--- src/rtl/timer_pkg.sv ---
// Shared types, LS48-style segment patterns and modulus helpers for the BCD timer.
package timer_pkg;

    typedef logic [3:0] bcd_t;

    typedef struct packed {
        bcd_t tens;
        bcd_t ones;
    } bcd_pair_t;

    typedef enum logic {
        ST_COUNT,
        ST_EXPIRED
    } mode_state_t;

    // Segment order {g,f,e,d,c,b,a}, active high; 6 and 9 are tail-less as on the LS48.
    localparam logic [6:0] SEG_0     = 7'h3F;
    localparam logic [6:0] SEG_1     = 7'h06;
    localparam logic [6:0] SEG_2     = 7'h5B;
    localparam logic [6:0] SEG_3     = 7'h4F;
    localparam logic [6:0] SEG_4     = 7'h66;
    localparam logic [6:0] SEG_5     = 7'h6D;
    localparam logic [6:0] SEG_6     = 7'h7C;
    localparam logic [6:0] SEG_7     = 7'h07;
    localparam logic [6:0] SEG_8     = 7'h7F;
    localparam logic [6:0] SEG_9     = 7'h67;
    localparam logic [6:0] SEG_BLANK = 7'h00;

    function automatic bcd_pair_t bcd_terminal(input int modulus);
        bcd_pair_t r;
        r.tens = 4'((modulus - 1) / 10);
        r.ones = 4'((modulus - 1) % 10);
        return r;
    endfunction

endpackage

--- src/rtl/bcd_to_seg7.sv ---
// LS48-compatible BCD to 7-segment decoder; codes above 9 blank the digit.
module bcd_to_seg7
    import timer_pkg::*;
(
    input  bcd_t       digit,
    output logic [6:0] seg
);

    always_comb begin
        seg = SEG_BLANK;
        case (digit)
            4'd0:    seg = SEG_0;
            4'd1:    seg = SEG_1;
            4'd2:    seg = SEG_2;
            4'd3:    seg = SEG_3;
            4'd4:    seg = SEG_4;
            4'd5:    seg = SEG_5;
            4'd6:    seg = SEG_6;
            4'd7:    seg = SEG_7;
            4'd8:    seg = SEG_8;
            4'd9:    seg = SEG_9;
            default: seg = SEG_BLANK;
        endcase
    end

endmodule

--- src/rtl/timer_bcd_mod.sv ---
// Two-digit BCD timer with prescaler, modulus, up/down, load and wrap/one-shot modes.
// Define TIMER_LEAD_BLANK_EN to blank the tens digit on the display while it is zero.
module timer_bcd_mod
    import timer_pkg::*;
#(
    parameter int DIV  = 50_000_000,
    parameter int MOD  = 60,
    parameter int WRAP = 1
) (
    input  logic       CLK50M,
    input  logic       sys_rst,
    input  logic       en,
    input  logic       up,
    input  logic       load,
    input  logic [3:0] load_tens,
    input  logic [3:0] load_ones,
    output logic [3:0] tens_bcd,
    output logic [3:0] ones_bcd,
    output logic [6:0] tens_seg,
    output logic [6:0] ones_seg,
    output logic       done,
    output logic       expired
);

    localparam int              PW       = (DIV > 1) ? $clog2(DIV) : 1;
    localparam logic [PW-1:0]   PRE_LAST = PW'(DIV - 1);
    localparam bcd_pair_t       TERM_HI  = bcd_terminal(MOD);
    localparam logic [7:0]      MOD_V    = 8'(MOD);
    localparam bit              ONE_SHOT = (WRAP == 0);

    logic [PW-1:0] pre_q, pre_d;
    bcd_t          tens_q, tens_d, ones_q, ones_d;
    logic          done_q, done_d;
    mode_state_t   state_q, state_d;

    logic          tick;
    logic [7:0]    load_val;
    logic          load_bad;
    logic          at_top, at_zero;
    bcd_t          inc_tens, inc_ones, dec_tens, dec_ones;
    logic          inc_is_top, dec_is_zero;
    logic [6:0]    tens_seg_raw;

    assign tick     = en && (pre_q == PRE_LAST);
    assign load_val = 8'(load_tens) * 8'd10 + 8'(load_ones);
    assign load_bad = (load_tens > 4'd9) || (load_ones > 4'd9) || (load_val >= MOD_V);
    assign at_top   = (tens_q == TERM_HI.tens) && (ones_q == TERM_HI.ones);
    assign at_zero  = (tens_q == 4'd0) && (ones_q == 4'd0);

    // Single-step BCD neighbours of the current value in both directions.
    always_comb begin
        inc_tens = tens_q;
        inc_ones = ones_q + 4'd1;
        if (ones_q == 4'd9) begin
            inc_ones = 4'd0;
            inc_tens = tens_q + 4'd1;
        end
        dec_tens = tens_q;
        dec_ones = ones_q - 4'd1;
        if (ones_q == 4'd0) begin
            dec_ones = 4'd9;
            dec_tens = tens_q - 4'd1;
        end
    end

    assign inc_is_top  = (inc_tens == TERM_HI.tens) && (inc_ones == TERM_HI.ones);
    assign dec_is_zero = (dec_tens == 4'd0) && (dec_ones == 4'd0);

    always_ff @(posedge CLK50M or posedge sys_rst) begin
        if (sys_rst) begin
            pre_q   <= '0;
            tens_q  <= 4'd0;
            ones_q  <= 4'd0;
            done_q  <= 1'b0;
            state_q <= ST_COUNT;
        end else begin
            pre_q   <= pre_d;
            tens_q  <= tens_d;
            ones_q  <= ones_d;
            done_q  <= done_d;
            state_q <= state_d;
        end
    end

    // In one-shot mode a tick that finds the value already at its terminal only
    // raises done and expired; the value itself never moves past the terminal.
    always_comb begin
        pre_d   = pre_q;
        tens_d  = tens_q;
        ones_d  = ones_q;
        done_d  = 1'b0;
        state_d = state_q;

        if (load) begin
            pre_d   = '0;
            state_d = ST_COUNT;
            if (load_bad) begin
                tens_d = TERM_HI.tens;
                ones_d = TERM_HI.ones;
            end else begin
                tens_d = load_tens;
                ones_d = load_ones;
            end
        end else if (en) begin
            pre_d = tick ? '0 : pre_q + 1'b1;
            if (tick && (state_q == ST_COUNT)) begin
                if (up) begin
                    if (at_top) begin
                        done_d = 1'b1;
                        if (ONE_SHOT) begin
                            state_d = ST_EXPIRED;
                        end else begin
                            tens_d = 4'd0;
                            ones_d = 4'd0;
                        end
                    end else begin
                        tens_d = inc_tens;
                        ones_d = inc_ones;
                        if (ONE_SHOT && inc_is_top) begin
                            done_d  = 1'b1;
                            state_d = ST_EXPIRED;
                        end
                    end
                end else begin
                    if (at_zero) begin
                        done_d = 1'b1;
                        if (ONE_SHOT) begin
                            state_d = ST_EXPIRED;
                        end else begin
                            tens_d = TERM_HI.tens;
                            ones_d = TERM_HI.ones;
                        end
                    end else begin
                        tens_d = dec_tens;
                        ones_d = dec_ones;
                        if (ONE_SHOT && dec_is_zero) begin
                            done_d  = 1'b1;
                            state_d = ST_EXPIRED;
                        end
                    end
                end
            end
        end
    end

    assign tens_bcd = tens_q;
    assign ones_bcd = ones_q;
    assign done     = done_q;
    assign expired  = (state_q == ST_EXPIRED);

    bcd_to_seg7 u_tens_dec (
        .digit (tens_q),
        .seg   (tens_seg_raw)
    );

    bcd_to_seg7 u_ones_dec (
        .digit (ones_q),
        .seg   (ones_seg)
    );

`ifdef TIMER_LEAD_BLANK_EN
    assign tens_seg = (tens_q == 4'd0) ? SEG_BLANK : tens_seg_raw;
`else
    assign tens_seg = tens_seg_raw;
`endif

endmodule

--- config.mk ---
export PLATFORM = sky130hd
export DESIGN_NAME = timer_bcd_mod
export DESIGN_NICKNAME = d
export VERILOG_FILES = /design/src/rtl/timer_pkg.sv /design/src/rtl/bcd_to_seg7.sv /design/src/rtl/timer_bcd_mod.sv
export SDC_FILE = /design/constraint.sdc
export NUM_CORES = 1
export LEC_CHECK = 0
export CAP_MARGIN = 0
export CORE_MARGIN = 3
export CORE_UTILIZATION = 51
export CTS_CLUSTER_SIZE = 28
export DETAILED_ROUTE_END_ITERATION = 10
export GPL_ROUTABILITY_DRIVEN = 1
export HOLD_SLACK_MARGIN = 0.12
export PLACE_DENSITY = 0.77
export SYNTH_ARGS = -nofsm -noshare
export SYNTH_HDL_FRONTEND = slang
export SYNTH_SLANG_ARGS = --single-unit
--- constraint.sdc ---
create_clock -name CLK50M -period 1.96 [get_ports CLK50M]
set_input_delay 0.588 -clock CLK50M [delete_from_list [all_inputs] [get_ports CLK50M]]
set_output_delay 0.588 -clock CLK50M [all_outputs]
set_load 0.03 [all_outputs]
==> impl_metrics.py, run 1 <==
metrics = {
    "run_status": {
        "status": "finished with violations",
        "failed_checks": "negative setup slack",
    },
    "setup_path": {
        "startpoint_type": "primary input",
        "critPathKind": "primary input to flop",
        "cp_max_fo": 7,
        "r2r_cells": 9,
        "required_ps": 2140,
        "arrival_ps": 2700,
        "endpoint_kind": "flop",
    },
    "power": {
        "p_comb_frac": 0.595,
        "pwr-share-clk": 0.155,
        "intPower_mw": 1.944,
        "p_leak_nw": 2.053,
        "p_sw_mw": 1.468,
        "pwr-share-seq": 0.250,
        "power.share.switching": 0.4302,
        "power_density_nw_per_um2": 720.4,
        "peakVddDrop_uv": 654.7,
    },
    "drt": {
        "post-route-drc-count": 0,
        "viasPerCell": 6.413,
        "dr.first_iter.drc_count": 428,
        "totalWireLength_um": 11690,
        "vias": 3527,
        "wl_per_cell_um": 21.26,
        "drtPass1Iterations": 5,
        "ant_nets": 0,
    },
    "floorplanning": {
        "rows": 26,
        "io_pins": 37,
        "core_area_um2": 5303,
        "initial_core_util": 0.5455,
        "die_area_um2": 6612,
        "die_x_um": 81.32,
        "die_y_um": 81.32,
    },
    "synthesis": {
        "syn-num-nets": 385,
        "synth_area_leaders": "dfrtp_1 30%, ha_1 10%, nor2_1 6.7%, a21oi_1 5.0%, xnor2_1 3.6%",
        "synth_edf_count": 0,
        "ys_seq_area_frac": 0.3028,
        "async_flop_share": 1.000,
        "yosys_warnings": 0,
        "synthFlopType": "dfrtp_1",
        "ys_ff_latch": 35,
        "avgSynthCellArea_um2": 8.361,
        "synth_area_um2": 2893,
        "synth_top_area_share": 0.3028,
        "synth_cell_type_count": 55,
        "syn_inst": 346,
        "synth_top_area_cell": "dfrtp_1",
    },
    "global_routing": {
        "grt_max_degree": 36,
        "antenna_found_initial": 0,
        "track_usage": 0.3201,
        "grt_overflow": 0,
        "grt_pass1_vias": 3273,
        "grt_pass1_wl_um": 16200,
    },
    "layout": {
        "drive_gt1_frac": 0.4792,
        "area_delta_synth_final_pct": 63.75,
        "n_antenna_cell": 0,
        "final_common_cell": "buf_4",
        "layout_common_cells": "83 x buf_4, 44 x nor2_1, 31 x buf_6",
        "num-nets-final": 518,
    },
    "cts": {
        "path_clk_slew_ps": 70,
        "cts_made_buffers": 5,
        "cts_max_path_buffers": 2,
        "htreeDepth": 2,
        "clkLatencyLatePin_ps": 300,
        "cts_tree": "done",
        "root_buffer": "clkbuf_8",
        "cts.sinks": 35,
    },
    "timing": {
        "hold_viol": 0,
        "rsz0062_at_grt": "true",
        "setup_ws_ps": -562.8,
        "clock_skew_ps": 8.452,
        "setup_viol": 22,
        "finalMaxSlewViolations": 0,
        "period_share": 1.287,
        "timing.fmax_ghz": 0.3964,
        "min_period_ps": 2523,
        "finalSetupTns_ps": -6251,
    },
    "place": {
        "place_congestion": 0.8570,
        "port_buffers": 35,
        "pre_cts_ws_ps": -1275,
        "place_hpwl_um": 5914,
    },
    "flow_run": {
        "cap_violations": 0,
    },
    "hold_path": {
        "hp-class": "flop to flop",
        "min_path_cells": 2,
    },
}
-- cells by family after synthesis --
kind of cell    synth area share
compound gates            0.1717
xor+xnor                 0.07266
fa+ha+maj                 0.1176
buf+inv                  0.04801
flops                     0.3028
other cells             0.001296
simple gates              0.2859
-- path summary, 6_finish.rpt --
kind	start	end	slack, ps
max	load_tens[1]	ones_bcd[0]$_DFFE_PP0P_	-560
min	pre_q[17]$_DFFE_PP0N_	pre_q[17]$_DFFE_PP0N_	590
max reg2reg	ones_bcd[1]$_DFFE_PP0P_	tens_bcd[2]$_DFFE_PP0P_	-230
min reg2reg	pre_q[17]$_DFFE_PP0N_	pre_q[17]$_DFFE_PP0N_	590
max in group asynchronous	sys_rst	ones_bcd[1]$_DFFE_PP0P_	1090
min in group asynchronous	sys_rst	pre_q[3]$_DFFE_PP0N_	650
-- cells in the mapped netlist, types with 3 or more instances --
master / n
nor4_1: 3
ha_1: 24
nor2_1: 52
xnor2_1: 12
nor4b_2: 3
a21oi_1: 29
nand4_1: 8
nand3b_1: 3
xor2_1: 12
a211oi_1: 3
nor2b_1: 4
o211ai_1: 4
clkbuf_1: 7
nor3_2: 3
and2_1: 4
a31oi_1: 6
buf_2: 3
nand2_1: 25
o21ai_1: 3
nand3_1: 15
dfrtp_1: 35
and4_1: 4
nor3_1: 7
inv_1: 20
o21ai_0: 16
-- metal layers --
| metal | global-route usage | up-vias | share of wire |
|---|---|---|---|
| met1 | 0.3838 | 1675 | 0.37 |
| met2 | 0.5472 | 272 | 0.48 |
| met5 | 0 | - | 0 |
| met3 | 0.06319 | 91 | 0.083 |
| li1 | - | 1489 | - |
| met4 | 0.1486 | 0 | 0.057 |
-- sequential cells by signal (all words and copies together), names as in the netlist --
signal and cells:
ones_bcd 4, tens_bcd 4, pre_q 26, done 1
-- final cells by class --
cell class,count,area [um^2]
Inverter,21,88.84
Tap cell,70,87.58
Clock inverter,3,15.01
Fill cell,217,565.5
Timing Repair Buffer,138,1257
Multi-Input combinational cell,278,2336
Sequential cell,35,883.3
Clock buffer,5,68.82
-- critical path, cell delays in order --
cell	delay [ps]
buf_8	100
ha_4	240
ha_4	150
fa_1	460
and2_4	160
o21a_4	120
a211o_1	330
nor4_4	190
buf_6	180
nor2b_4	130
a21oi_1	40
-- metrics by stage --
stage,utilization,power (mW),hold WS [ps],instance area (um^2),cells
after global routing,0.8933,3.558,595.8,4737,550
after CTS,0.8355,3.146,572.1,4431,534
after detailed placement,0.7225,2.245,557.5,3831,504
after global placement,0.7225,2.218,523.6,3831,504
after floorplan,-,1.703,503.1,2984,346
final,0.8933,3.413,589.2,4737,550
-- power by group through the flow --
| stage | Sequential [mW] | Combinational (mW) | Clock, mW |
|---|---|---|---|
| final | 0.852 | 2.03 | 0.529 |
| after global placement | 0.859 | 1.36 | 0 |
| after floorplan | 0.905 | 0.799 | 0 |
| after global routing | 0.853 | 2.13 | 0.575 |
| after detailed placement | 0.859 | 1.39 | 0 |
| after CTS | 0.835 | 1.79 | 0.519 |
-- what timing repair did --
action / 4_1_cts / 5_1_grt
cloned: 0 / 1
hold buffers: 0 / 0
pin swaps: 29 / 26
resized for setup: 105 / 41
setup endpoints to repair: 52 / 48
hold endpoints to repair: 0 / 0
buffers inserted: 22 / 15
Note: power is estimated with default switching activity, not from simulation.
==> inputs of run 2 (changes only) <==
--- a/config.mk
+++ b/config.mk
@@ -13,6 +13,7 @@
 export GPL_ROUTABILITY_DRIVEN = 1
 export HOLD_SLACK_MARGIN = 0.12
 export PLACE_DENSITY = 0.77
+export SLEW_MARGIN = 10
 export SYNTH_ARGS = -nofsm -noshare
 export SYNTH_HDL_FRONTEND = slang
 export SYNTH_SLANG_ARGS = --single-unit
==> results of run 2 <==
The final DEF is identical to that of run 1; final timing and power are the same.
==> inputs of run 3 (changes only) <==
--- a/config.mk
+++ b/config.mk
@@ -11,6 +11,7 @@
 export CTS_CLUSTER_SIZE = 28
 export DETAILED_ROUTE_END_ITERATION = 10
 export GPL_ROUTABILITY_DRIVEN = 1
+export GPL_TIMING_DRIVEN = 0
 export HOLD_SLACK_MARGIN = 0.12
 export PLACE_DENSITY = 0.77
 export SLEW_MARGIN = 10
==> impl_metrics.py, run 3 (synthesized netlist as in run 1, its figures left out) <==
metrics = {
    "hold_path": {
        "min_path_cells": 2,
        "hp-class": "flop to flop",
    },
    "power": {
        "peakVddDrop_uv": 744.3,
        "pwr-share-seq": 0.246,
        "pwr-share-clk": 0.156,
        "power.share.switching": 0.4323,
        "p_sw_mw": 1.460,
        "p_comb_frac": 0.598,
        "intPower_mw": 1.917,
        "power_density_nw_per_um2": 769.9,
        "p_leak_nw": 1.817,
    },
    "cts": {
        "root_buffer": "clkbuf_8",
        "ctsHoldBuffers": 0,
        "htreeDepth": 2,
        "cts.sinks": 35,
        "cts_max_path_buffers": 2,
        "path_clk_slew_ps": 70,
        "cts_made_buffers": 5,
        "clkLatencyLatePin_ps": 300,
        "cts_tree": "done",
    },
    "global_routing": {
        "grt_pass1_vias": 2846,
        "track_usage": 0.2713,
        "grt_pass1_wl_um": 14060,
        "antenna_found_initial": 0,
        "grt_overflow": 0,
        "grt_max_degree": 36,
    },
    "setup_path": {
        "required_ps": 2160,
        "startpoint_type": "primary input",
        "path_buf_inv": 2,
        "critPathKind": "primary input to flop",
        "crit_slowest_cell": "fa_1",
        "arrival_ps": 2740,
        "cp_num_cells": 11,
        "crit_chain": "buf_8 > ha_4 > ha_4 > fa_1 > and2_4 > o21a_4 > a211o_1 > nor4_4 > buf_6 > a21oi_1 > a21oi_1",
        "endpoint_kind": "flop",
        "r2r_cells": 9,
        "slowest_delay_ps": 470,
        "cp_max_fo": 8,
        "cpLargestDelayFamily": "adder cells",
    },
    "flow_run": {
        "cap_violations": 0,
    },
    "layout": {
        "layout_common_cells": "44 x nor2_1, 33 x buf_4, 32 x buf_6",
        "largest_reg_flops": 26,
        "fin_area_um2": 4385,
        "n_antenna_cell": 0,
        "area_delta_synth_final_pct": 51.60,
        "num-nets-final": 474,
        "drive_gt1_frac": 0.4037,
        "final_common_cell": "nor2_1",
        "final_cells": 506,
        "largest-register": "pre_q",
    },
    "drt": {
        "drtPass1Iterations": 6,
        "vias": 3190,
        "viasPerCell": 6.304,
        "ant_nets": 0,
        "wl_per_cell_um": 18.91,
        "totalWireLength_um": 9568,
        "post-route-drc-count": 0,
        "dr.first_iter.drc_count": 389,
    },
    "place": {
        "place_hpwl_um": 5201,
        "dp.cells": 450,
        "placed_cell_area_um2": 3412,
        "place_congestion": 0.8565,
        "pre_cts_ws_ps": -1607,
        "port_buffers": 34,
    },
    "timing": {
        "clock_skew_ps": 7.288,
        "hold_viol": 0,
        "timing.fmax_ghz": 0.3936,
        "worst_slew_pin_slew_ps": 744.0,
        "setup_viol": 23,
        "hold_ws_ps": 569.2,
        "slew_headroom": 0.5033,
        "period_share": 1.296,
        "finalSetupTns_ps": -7357,
        "setup_ws_ps": -580.5,
        "min_period_ps": 2540,
        "finalMaxSlewViolations": 0,
        "rsz0062_at_grt": "true",
    },
    "floorplanning": {
        "rows": 26,
        "core_area_um2": 5303,
        "die_y_um": 81.32,
        "die_x_um": 81.32,
        "io_pins": 37,
        "initial_core_util": 0.5455,
        "die_area_um2": 6612,
    },
    "run_status": {
        "status": "finished with violations",
        "failed_checks": "negative setup slack",
    },
}
run 3: cell types whose count changed in the layout (fill, tap and decap cells not counted), moves of 3 or more:
cell and change:
buf_12 -3, clkbuf_1 +4, inv_2 -3, clkbuf_4 +3, buf_4 -50, nor3_2 -3
run 3: per-layer routing:
| layer | track usage | vias up | routed length [um] |
|---|---|---|---|
| met3 | 0.03769 | 29 | 600 |
| met2 | 0.4568 | 175 | 4815 |
| met4 | 0.06081 | 0 | 179 |
| met5 | 0 | - | 0 |
| met1 | 0.3674 | 1577 | 3972 |
| li1 | - | 1409 | - |
run 3: power by group through the flow:
| stage | clock [mW] | sequential [mW] | combinational [mW] |
|---|---|---|---|
| floorplan | 0 | 0.905 | 0.799 |
| global placement | 0 | 0.856 | 1.27 |
| detailed placement | 0 | 0.854 | 1.28 |
| CTS | 0.520 | 0.816 | 1.69 |
| global route | 0.558 | 0.836 | 2.12 |
| finish | 0.526 | 0.830 | 2.02 |
run 3: area by class of cell:
cell class	count	area, um^2
buffer	12	101.3
clock inverter	1	5.005
multi-input combinational	278	2338
timing repair buffer	82	782.0
inverter	21	110.1
clock buffer	7	76.32
fill	290	917.1
sequential	35	884.6
tap	70	87.58
run 3: path summary, 6_finish.rpt:
path / slack [ps] / end / from
setup / recovery: -580 / ones_bcd[1]$_DFFE_PP0P_ / load_tens[1]
hold / removal: 570 / pre_q[17]$_DFFE_PP0N_ / pre_q[17]$_DFFE_PP0N_
setup reg to reg: -350 / tens_bcd[0]$_DFFE_PP0P_ / ones_bcd[0]$_DFFE_PP0P_
hold reg to reg: 570 / pre_q[17]$_DFFE_PP0N_ / pre_q[17]$_DFFE_PP0N_
max in group asynchronous: 690 / ones_bcd[1]$_DFFE_PP0P_ / sys_rst
min in group asynchronous: 750 / ones_bcd[0]$_DFFE_PP0P_ / sys_rst
run 3: stage by stage:
step                power (mW)    util
global route             3.517  0.8270
global placement         2.127  0.6435
finish                   3.376  0.8270
detailed placement       2.138  0.6435
floorplan                1.703       -
CTS                      3.023  0.7603
run 3: timing repair:
item,in CTS,in global routing
pin swaps,21,24
setup buffers,31,18
setup endpoints to repair,54,40
endpoints found under the hold margin,0,0
resized for setup,213,53
run 3: worst register-to-register path, cell delays in order (launching register included):
cell and delay [ps]:
dfrtp_2 430, buf_6 140, inv_8 60, ha_4 160, buf_6 120, nand2b_4 80
o21ai_0 500, nand3_4 220, nor4_1 350, a221oi_1 110
